--- config.mk ---
export PLATFORM = sky130hd
export DESIGN_NAME = obstacle_scheduler
export DESIGN_NICKNAME = d
export VERILOG_FILES = /design/src/rtl/obstacle_scheduler.sv
export SDC_FILE = /design/constraint.sdc
export NUM_CORES = 1
export LEC_CHECK = 0
export CAP_MARGIN = 20
export CORE_MARGIN = 10
export CORE_UTILIZATION = 29
export CTS_CLUSTER_SIZE = 30
export DETAILED_ROUTE_END_ITERATION = 16
export PLACE_DENSITY = 0.47
export SYNTH_ARGS = -nofsm -noshare
export SYNTH_HDL_FRONTEND = slang
export SYNTH_SLANG_ARGS = --single-unit
--- constraint.sdc ---
create_clock -name clk -period 9.25 [get_ports clk]
set_input_delay 0.925 -clock clk [delete_from_list [all_inputs] [get_ports clk]]
set_output_delay 0.925 -clock clk [all_outputs]
set_load 0.02 [all_outputs]
--- src/rtl/obstacle_scheduler.sv ---
`default_nettype none
// +--------------------------------------------------------------------------+
// | obstacle_scheduler: moves, retires and spawns the four falling obstacles |
// | Rev 1.0 - initial release                                                |
// +--------------------------------------------------------------------------+
module obstacle_scheduler #(
  parameter int          X_W       = 9,
  parameter int          Y_W       = 11,
  parameter int          FIELD_H   = 1080,
  parameter int          X_SPAN    = 176,
  parameter int          SPAWN_GAP = 8,
  parameter int          STEP      = 4,
  parameter logic [15:0] SEED      = 16'hACE1
) (
  input  logic           clk,
  input  logic           rst,
  input  logic           run,
  input  logic           tick,
  input  logic           clear,
  output logic [X_W-1:0] dong1x,
  output logic [X_W-1:0] dong2x,
  output logic [X_W-1:0] dong3x,
  output logic [X_W-1:0] dong4x,
  output logic [Y_W-1:0] dong1y,
  output logic [Y_W-1:0] dong2y,
  output logic [Y_W-1:0] dong3y,
  output logic [Y_W-1:0] dong4y,
  output logic [3:0]     active,
  output logic [2:0]     level,
  output logic [7:0]     spawn_cnt
);

  localparam logic [1:0] S_IDLE   = 2'd0;
  localparam logic [1:0] S_RUN    = 2'd1;
  localparam logic [1:0] S_FREEZE = 2'd2;

  localparam int             GAP_W    = $clog2(SPAWN_GAP);
  localparam logic [GAP_W-1:0] GAP_MAX = GAP_W'(SPAWN_GAP - 1);
  localparam logic [15:0]    SEED_EFF = (SEED == 16'h0000) ? 16'hACE1 : SEED;
  localparam logic [X_W-1:0] SPAN     = X_W'(X_SPAN);
  localparam logic [Y_W:0]   LIMIT    = (Y_W+1)'(FIELD_H);

  logic [1:0]       state;
  logic [15:0]      lfsr;
  logic [GAP_W-1:0] gap;
  logic [X_W-1:0]   xs [4];
  logic [Y_W-1:0]   ys [4];

  logic [Y_W:0]     speed;
  logic [Y_W:0]     y_sum [4];
  logic [3:0]       retire;
  logic [3:0]       free;
  logic [3:0]       sel;
  logic             spawn_try;
  logic             spawn_ok;
  logic [X_W-1:0]   r_x;
  logic [X_W-1:0]   spawn_x;
  logic [7:0]       cnt_inc;
  logic             level_up;
  logic [15:0]      lfsr_next;

  // Sums are one bit wider than y so the field-exit compare cannot wrap.
  assign speed = (Y_W+1)'(STEP) + {{(Y_W-2){1'b0}}, level};

  for (genvar i = 0; i < 4; i++) begin : g_slot
    assign y_sum[i]  = {1'b0, ys[i]} + speed;
    assign retire[i] = active[i] && (y_sum[i] >= LIMIT);
  end

  // Eligibility is taken from the pre-tick flags, so a slot retiring now stays empty.
  assign free      = ~active;
  assign sel       = free & (~free + 4'd1);
  assign spawn_try = (gap == GAP_MAX);
  assign spawn_ok  = spawn_try && (free != 4'd0);

  assign r_x       = X_W'(lfsr[7:0]);
  assign spawn_x   = (r_x < SPAN) ? r_x : (r_x - SPAN);
  assign cnt_inc   = (spawn_cnt == 8'hFF) ? 8'hFF : (spawn_cnt + 8'd1);
  assign level_up  = (spawn_cnt != 8'hFF) && (cnt_inc[3:0] == 4'd0) && (level != 3'd7);

  // Galois form of x^16+x^14+x^13+x^11+1.
  assign lfsr_next = {1'b0, lfsr[15:1]} ^ (lfsr[0] ? 16'hB400 : 16'h0000);

  always_ff @(posedge clk) begin
    if (rst) begin
      state     <= S_IDLE;
      lfsr      <= SEED_EFF;
      gap       <= '0;
      active    <= '0;
      level     <= '0;
      spawn_cnt <= '0;
      for (int i = 0; i < 4; i++) begin
        xs[i] <= '0;
        ys[i] <= '0;
      end
    end else if (clear) begin
      state     <= S_IDLE;
      gap       <= '0;
      active    <= '0;
      level     <= '0;
      spawn_cnt <= '0;
      for (int i = 0; i < 4; i++) begin
        xs[i] <= '0;
        ys[i] <= '0;
      end
    end else begin
      case (state)
        S_IDLE:   if (run)  state <= S_RUN;
        S_RUN:    if (!run) state <= S_FREEZE;
        S_FREEZE: if (run)  state <= S_RUN;
        default:            state <= S_IDLE;
      endcase

      if (state == S_RUN && tick) begin
        lfsr <= lfsr_next;
        if (!spawn_try) begin
          gap <= gap + GAP_W'(1);
        end else if (spawn_ok) begin
          gap       <= '0;
          spawn_cnt <= cnt_inc;
          if (level_up) level <= level + 3'd1;
        end

        for (int i = 0; i < 4; i++) begin
          if (spawn_ok && sel[i]) begin
            active[i] <= 1'b1;
            xs[i]     <= spawn_x;
            ys[i]     <= '0;
          end else if (retire[i]) begin
            active[i] <= 1'b0;
            xs[i]     <= '0;
            ys[i]     <= '0;
          end else if (active[i]) begin
            ys[i]     <= y_sum[i][Y_W-1:0];
          end
        end
      end
    end
  end

  assign dong1x = xs[0];
  assign dong2x = xs[1];
  assign dong3x = xs[2];
  assign dong4x = xs[3];
  assign dong1y = ys[0];
  assign dong2y = ys[1];
  assign dong3y = ys[2];
  assign dong4y = ys[3];

endmodule
`default_nettype wire
==> results of run 1 <==
-- Yosys cell counts (all sizes together), types with 15 or more instances --
cell | number | area share
a21oi | 33 | 0.028
and2 | 15 | 0.015
nand2 | 62 | 0.037
nor2 | 93 | 0.056
nor3 | 19 | 0.017
clkbuf | 21 | 0.013
nand3 | 29 | 0.024
and3 | 15 | 0.015
dfxtp | 56 | 0.18
edfxtp | 60 | 0.29
xnor2 | 26 | 0.036
ha | 22 | 0.044
inv | 23 | 0.014
o21ai | 18 | 0.015
-- per-stage QoR --
step           instance area [um^2]  total power, mW  setup WS, ps  cells
3_3_place_gp                   7440            0.674          5360   1003
3_5_place_dp                   7440            0.675          5150   1003
2_1_floorplan                  6240            0.633          6120    661
6_report                       8030             1.31          5610   1035
5_1_grt                        8030             1.36          5320   1035
4_1_cts                        8030             1.32          5590   1035
-- cells by family (layout without fill, tap and decap cells) --
group                    after synthesis  in the layout
AND/OR/NAND/NOR                      295            295
buffers and inverters                 56            155
multiplexers                          12             12
XOR/XNOR                              36             36
adder cells (fa/ha/maj)               26             26
flip-flops                           116            116
AO/OA/AOI/OAI                        120            120
-- flip-flops by register name (all words and copies together), names as in the netlist --
| name | cells |
|---|---|
| gap | 3 |
| state | 2 |
| ys | 44 |
| xs | 36 |
| lfsr | 16 |
| spawn_cnt | 8 |
| active | 4 |
| level | 3 |
-- power by group --
group | internal [mW] | total, mW | switching (mW) | leakage [nW]
logic | 0.0395 | 0.0937 | 0.0542 | 1.70
registers | 0.555 | 0.570 | 0.0148 | 1.11
clock network | 0.392 | 0.644 | 0.252 | 0.292
-- how the worst max path moves through the flow --
stage	from	end	slack, ps	cells past startpoint
after global placement	tick	xs[1][0]$_SDFFCE_PP0P_	5360	6
final	tick	xs[3][7]$_SDFFCE_PP0P_	5610	6
after global routing	tick	xs[3][7]$_SDFFCE_PP0P_	5320	6
after CTS	tick	xs[3][7]$_SDFFCE_PP0P_	5590	6
after detailed placement	tick	xs[3][5]$_SDFFCE_PP0P_	5150	6
after floorplan	level[0]$_SDFFE_PP0P_	xs[1][0]$_SDFFCE_PP0P_	6120	10
-- layout by cell type, fill, tap and decap left out, types with 19 or more instances in the layout --
cell / netlist / layout
nand3_1: 28 / 28
clkdlybuf4s50_1: 0 / 99
edfxtp_1: 60 / 60
clkbuf_16: 0 / 19
xnor2_1: 26 / 26
inv_1: 23 / 23
nor2_1: 93 / 93
dfxtp_1: 56 / 56
nand2_1: 62 / 62
a21oi_1: 31 / 31
ha_1: 22 / 22
-- critical path, delay by kind of cell --
family	cells	cell delay (ps)
AOI/OAI and AO/OA	2	1050
buffers and inverters	1	540
and+or+nand+nor	3	1190
-- cell type report --
class                           count  area (um^2)  area share
Clock buffer                       21          503      0.0626
Clock inverter                     11         85.1      0.0106
Inverter                           23         86.3      0.0108
Multi-Input combinational cell    489         3090       0.385
Sequential cell                   116         2920       0.364
Tap cell                          275          344      0.0429
Timing Repair Buffer              100          998       0.124
-- routing by layer --
layer / vias up / wire [um]
met5: - / 0
met4: 0 / 133
met3: 12 / 1220
met2: 126 / 7750
met1: 2448 / 8380
li1: 2546 / -
==> flow_metrics.env, run 1 <==
export IMPL_outcome="complete, no violations"
export IMPL_synthAdderAreaFrac=0.0569
export IMPL_hold_worst_slack_ps=455
export IMPL_io_buffer_count=99
export IMPL_timing_final_crit_share=0.394
export IMPL_grt_pass1_wl_um=27900
export IMPL_fillers=2076
export IMPL_dr_first_iter_drc_count=266
export IMPL_final_hold_violation_count=0
export IMPL_fin_nets=778
export IMPL_drv_slew=0
export IMPL_use_met1=0.160
export IMPL_synth_compound_area_share=0.134
export IMPL_syn_nets=692
export IMPL_tns_ps=0
export IMPL_drt_wl_total_um=17500
export IMPL_core_um2=21100
export IMPL_pwr_density_cell_nw_per_um2=163
export IMPL_die_h_um=167
export IMPL_synth_ff_type="edfxtp_1"
export IMPL_synthesis_area_um2=6240
export IMPL_leakage_nw=3.10
export IMPL_die_w_um=167
export IMPL_regToRegSetupSlack_ps=5740
export IMPL_clk_path_buf_depth=2
export IMPL_cp_slowest_cell="clkdlybuf4s50_1"
export IMPL_hold_buffers=0
export IMPL_grt_max_degree=23
export IMPL_drive_gt1_frac=0.0737
export IMPL_yosysSeqAreaShare=0.468
export IMPL_cts_setup_buffers=0
export IMPL_r2r_end="ys[0][6]$_SDFFE_PP0P_"
export IMPL_dieArea_um2=27800
export IMPL_peakVddDrop_uv=126
export IMPL_drc=0
export IMPL_synth_edff_count=60
export IMPL_syn_area_per_cell_um2=9.45
export IMPL_worst_setup_path_end_kind="flip-flop"
export IMPL_cts_tree="yes"
export IMPL_fin_util=0.381
export IMPL_clk_latency_ps=420
export IMPL_slew_headroom=0.326
export IMPL_use_met2=0.188
export IMPL_yosys_area_share_simple=0.233
export IMPL_worstPathRequired_ps=9320
export IMPL_path_cells="clkdlybuf4s50_1 -> and3b_1 -> nand2_1 -> nor3_2 -> a211o_1 -> o31a_1"
export IMPL_h_tree_depth=4
export IMPL_r2r_start="level[1]$_SDFFE_PP0P_"
export IMPL_yosys_mux_area_fraction=0.0198
export IMPL_cp_start_kind="primary input"
export IMPL_area_growth_syn_to_layout_pct=28.6
export IMPL_hold_path_class="flip-flop to flip-flop"
export IMPL_slowest_delay_ps=540
export IMPL_clock_skew_ps=15.2
export IMPL_cts_root_buf="clkbuf_16"
export IMPL_dp_hpwl_um=12800
export IMPL_setup_viol=0
export IMPL_grt_pass1_vias=4987
export IMPL_ant_nets=0
export IMPL_worst_ep_arrival_time_ps=3710
export IMPL_met3_usage=0.0457
export IMPL_hold_start="lfsr[15]$_SDFFE_PP1P_"
export IMPL_r2r_cells=9
export IMPL_cap_viol_max_count=0
export IMPL_grt_use_total=0.124
export IMPL_antenna_found_initial=0
export IMPL_busiest_layer="met2"
export IMPL_path_class="primary input to flip-flop"
export IMPL_min_period_ps=3640
export IMPL_vias=5132
export IMPL_ys_types=72
export IMPL_hold_path_end="lfsr[14]$_SDFFE_PP0P_"
export IMPL_clk_pin_slew_worst_paths_ps=60
export IMPL_synth_top_family_by_area="simple AND/OR/NAND/NOR gates"
export IMPL_gp_congestion=0.834
export IMPL_worstHoldPathCells=2
export IMPL_num_io_pins=100
export IMPL_initial_utilization=0.296
export IMPL_grt_setup_unrepaired="false"
export IMPL_cts_sinks=116
export IMPL_cts_made_buffers=17
export IMPL_dr_pass1_iters=4
export IMPL_wl_per_cell_um=16.9
export IMPL_worst_pin_slew_ps=1010
export IMPL_worst_path_max_fanout=13
export IMPL_yosysWarningCount=0
export IMPL_antennaDiodeCount=0
export IMPL_synth_xor_xnor_area_share=0.0505
export IMPL_avgViaCountPerCell=4.96
export IMPL_grt_overflow_total=0
export IMPL_syn_inst=661
export IMPL_synthArstFlopShare=0
export IMPL_max_freq_ghz=0.275
export IMPL_ys_ff_latch=116
export IMPL_cts_resized=0
export IMPL_rows=53
Power figures use the tool's default switching activity.
==> run 2, diff against run 1 <==
Settings changed: PLACE_DENSITY 0.47 to 0.49.
Clock period 9.25 ns to 2.95 ns, I/O delays scaled along.
==> flow_metrics.env, run 2 (synthesis results as in run 1) <==
export IMPL_grt_use_total=0.128
export IMPL_clk_pin_slew_worst_paths_ps=60
export IMPL_slew_headroom=0.532
export IMPL_slowest_delay_ps=380
export IMPL_fillers=2088
export IMPL_dp_cells=1052
export IMPL_final_common_cell="clkdlybuf4s50_1"
export IMPL_instances_no_fill=1087
export IMPL_dr_pass1_iters=4
export IMPL_initial_utilization=0.296
export IMPL_outcome="complete, no violations"
export IMPL_path_cells="buf_4 -> ha_1 -> fa_2 -> a21o_1 -> a21oi_2 -> mux2_2 -> o32ai_4 -> a211oi_2 -> o21bai_2 -> buf_4 -> nor2_1"
export IMPL_cp_start_kind="flip-flop"
export IMPL_largest_reg_flops=44
export IMPL_ant_nets=0
export IMPL_hold_buffers=0
export IMPL_clk_path_buf_depth=2
export IMPL_cp_slowest_cell="mux2_2"
export IMPL_final_hold_violation_count=0
export IMPL_avgViaCountPerCell=4.98
export IMPL_path_class="flip-flop to flip-flop"
export IMPL_crit_top_cell="buf_4"
export IMPL_peakVddDrop_uv=388
export IMPL_regToRegSetupSlack_ps=140
export IMPL_worstPathRequired_ps=3110
export IMPL_antenna_found_initial=0
export IMPL_drt_wl_total_um=18100
export IMPL_cp_num_buf_inv=2
export IMPL_hold_start="lfsr[9]$_SDFFE_PP0P_"
export IMPL_dieArea_um2=27800
export IMPL_fin_area_um2=8540
export IMPL_rows=53
export IMPL_tns_ps=0
export IMPL_grt_setup_unrepaired="true"
export IMPL_worst_setup_path_end_kind="flip-flop"
export IMPL_drv_slew=0
export IMPL_num_io_pins=100
export IMPL_area_growth_syn_to_layout_pct=36.9
export IMPL_top_register="ys"
export IMPL_r2r_start="level[0]$_SDFFE_PP0P_"
export IMPL_grt_overflow_total=0
export IMPL_die_w_um=167
export IMPL_total_power_mw=4.40
export IMPL_cts_sinks=116
export IMPL_vias=5411
export IMPL_core_um2=21100
export IMPL_antennaDiodeCount=0
export IMPL_drc=0
export IMPL_worstHoldPathCells=2
export IMPL_dr_first_iter_drc_count=255
export IMPL_cts_root_buf="clkbuf_16"
export IMPL_cp_top_family="compound AO/OA/AOI/OAI gates"
export IMPL_hold_path_end="lfsr[8]$_SDFFE_PP0P_"
export IMPL_pwr_density_cell_nw_per_um2=515
export IMPL_clock_skew_ps=9.03
export IMPL_clk_latency_ps=420
export IMPL_cts_tree="yes"
export IMPL_r2r_end="ys[2][3]$_SDFFCE_PN0P_"
export IMPL_place_area_um2=7810
export IMPL_io_buffer_count=99
export IMPL_drive_gt1_frac=0.145
export IMPL_multi_input_area_um2=3150
export IMPL_cap_viol_max_count=0
export IMPL_cts_made_buffers=17
export IMPL_regArea_um2=2930
export IMPL_reg_top3="ys (44), xs (36), lfsr (16)"
export IMPL_layout_common_cells="99 x clkdlybuf4s50_1, 93 x nor2_1, 61 x nand2_1"
export IMPL_timing_final_crit_share=0.954
export IMPL_hold_path_class="flip-flop to flip-flop"
export IMPL_grt_max_degree=23
export IMPL_setup_viol=0
export IMPL_fin_util=0.405
export IMPL_h_tree_depth=4
export IMPL_worst_pin_slew_ps=701
export IMPL_grt_pass1_vias=5368
export IMPL_die_h_um=167
export IMPL_max_freq_ghz=0.355
export IMPL_min_period_ps=2810
export IMPL_worst_path_max_fanout=5
export IMPL_dp_hpwl_um=13700
export IMPL_gp_congestion=0.823
export IMPL_worst_ep_arrival_time_ps=2970
export IMPL_leakage_nw=3.38
export IMPL_fin_nets=830
export IMPL_wl_per_cell_um=16.7
export IMPL_r2r_cells=11
export IMPL_grt_pass1_wl_um=29100
[run 2: report_power, final]
part	switching (mW)	internal [mW]	total [mW]
Combinational	0.178	0.140	0.318
Sequential	0.0445	1.74	1.79
Clock	0.788	1.51	2.30
[run 2: worst max path at each step]
stage                                 from                      to  slack, ps  cells after the start
finish               level[0]$_SDFFE_PP0P_  ys[2][3]$_SDFFCE_PN0P_        140                     11
global route         level[0]$_SDFFE_PP0P_  ys[2][3]$_SDFFCE_PN0P_       -0.7                     11
CTS                  level[0]$_SDFFE_PP0P_  xs[3][7]$_SDFFCE_PP0P_         20                     10
detailed placement   level[0]$_SDFFE_PP0P_  xs[3][5]$_SDFFCE_PP0P_        -50                     11
global placement     level[0]$_SDFFE_PP0P_  xs[1][6]$_SDFFCE_PP0P_          7                     10
floorplan           ys[1][0]$_SDFFCE_PN0P_  xs[1][0]$_SDFFCE_PP0P_          1                     10
[run 2: layout make-up]
| cell class | count | share of cell area |
|---|---|---|
| timing repair buffer | 151 | 0.162 |
| multi-input combinational | 490 | 0.369 |
| clock buffer | 18 | 0.0502 |
| tap | 275 | 0.0403 |
| sequential | 116 | 0.342 |
| inverter | 23 | 0.0101 |
| clock inverter | 14 | 0.0265 |
[run 2: tightest hold or removal path, delay by kind of cell (launching register included)]
| family | cells | cell delay [ps] |
|---|---|---|
| flops | 1 | 310 |
| simple gates | 1 | 50 |
| compound gates | 1 | 50 |
[run 2: metal layers]
| metal | part of all wire | track usage | routed length [um] | vias up |
|---|---|---|---|---|
| li1 | - | - | - | 2648 |
| met1 | 0.45 | 0.157 | 8240 | 2611 |
| met2 | 0.48 | 0.212 | 8680 | 131 |
| met3 | 0.051 | 0.0367 | 921 | 21 |
| met4 | 0.015 | 0.0412 | 273 | 0 |
| met5 | 0 | 0 | 0 | - |
[run 2: metrics by stage]
stage                     setup slack (ps)  hold slack, ps
after floorplan                       1.48             372
after global placement                6.79             436
after detailed placement             -54.2             445
after CTS                             24.3             452
after global routing                -0.680             470
final                                  136             449
[run 2: repair_timing]
item,CTS,global route
setup endpoints to repair,29,62
gates resized for setup,6,7
pin swaps,5,2
cloned,1,0
endpoints found under the hold margin,0,0
buffers inserted,2,0
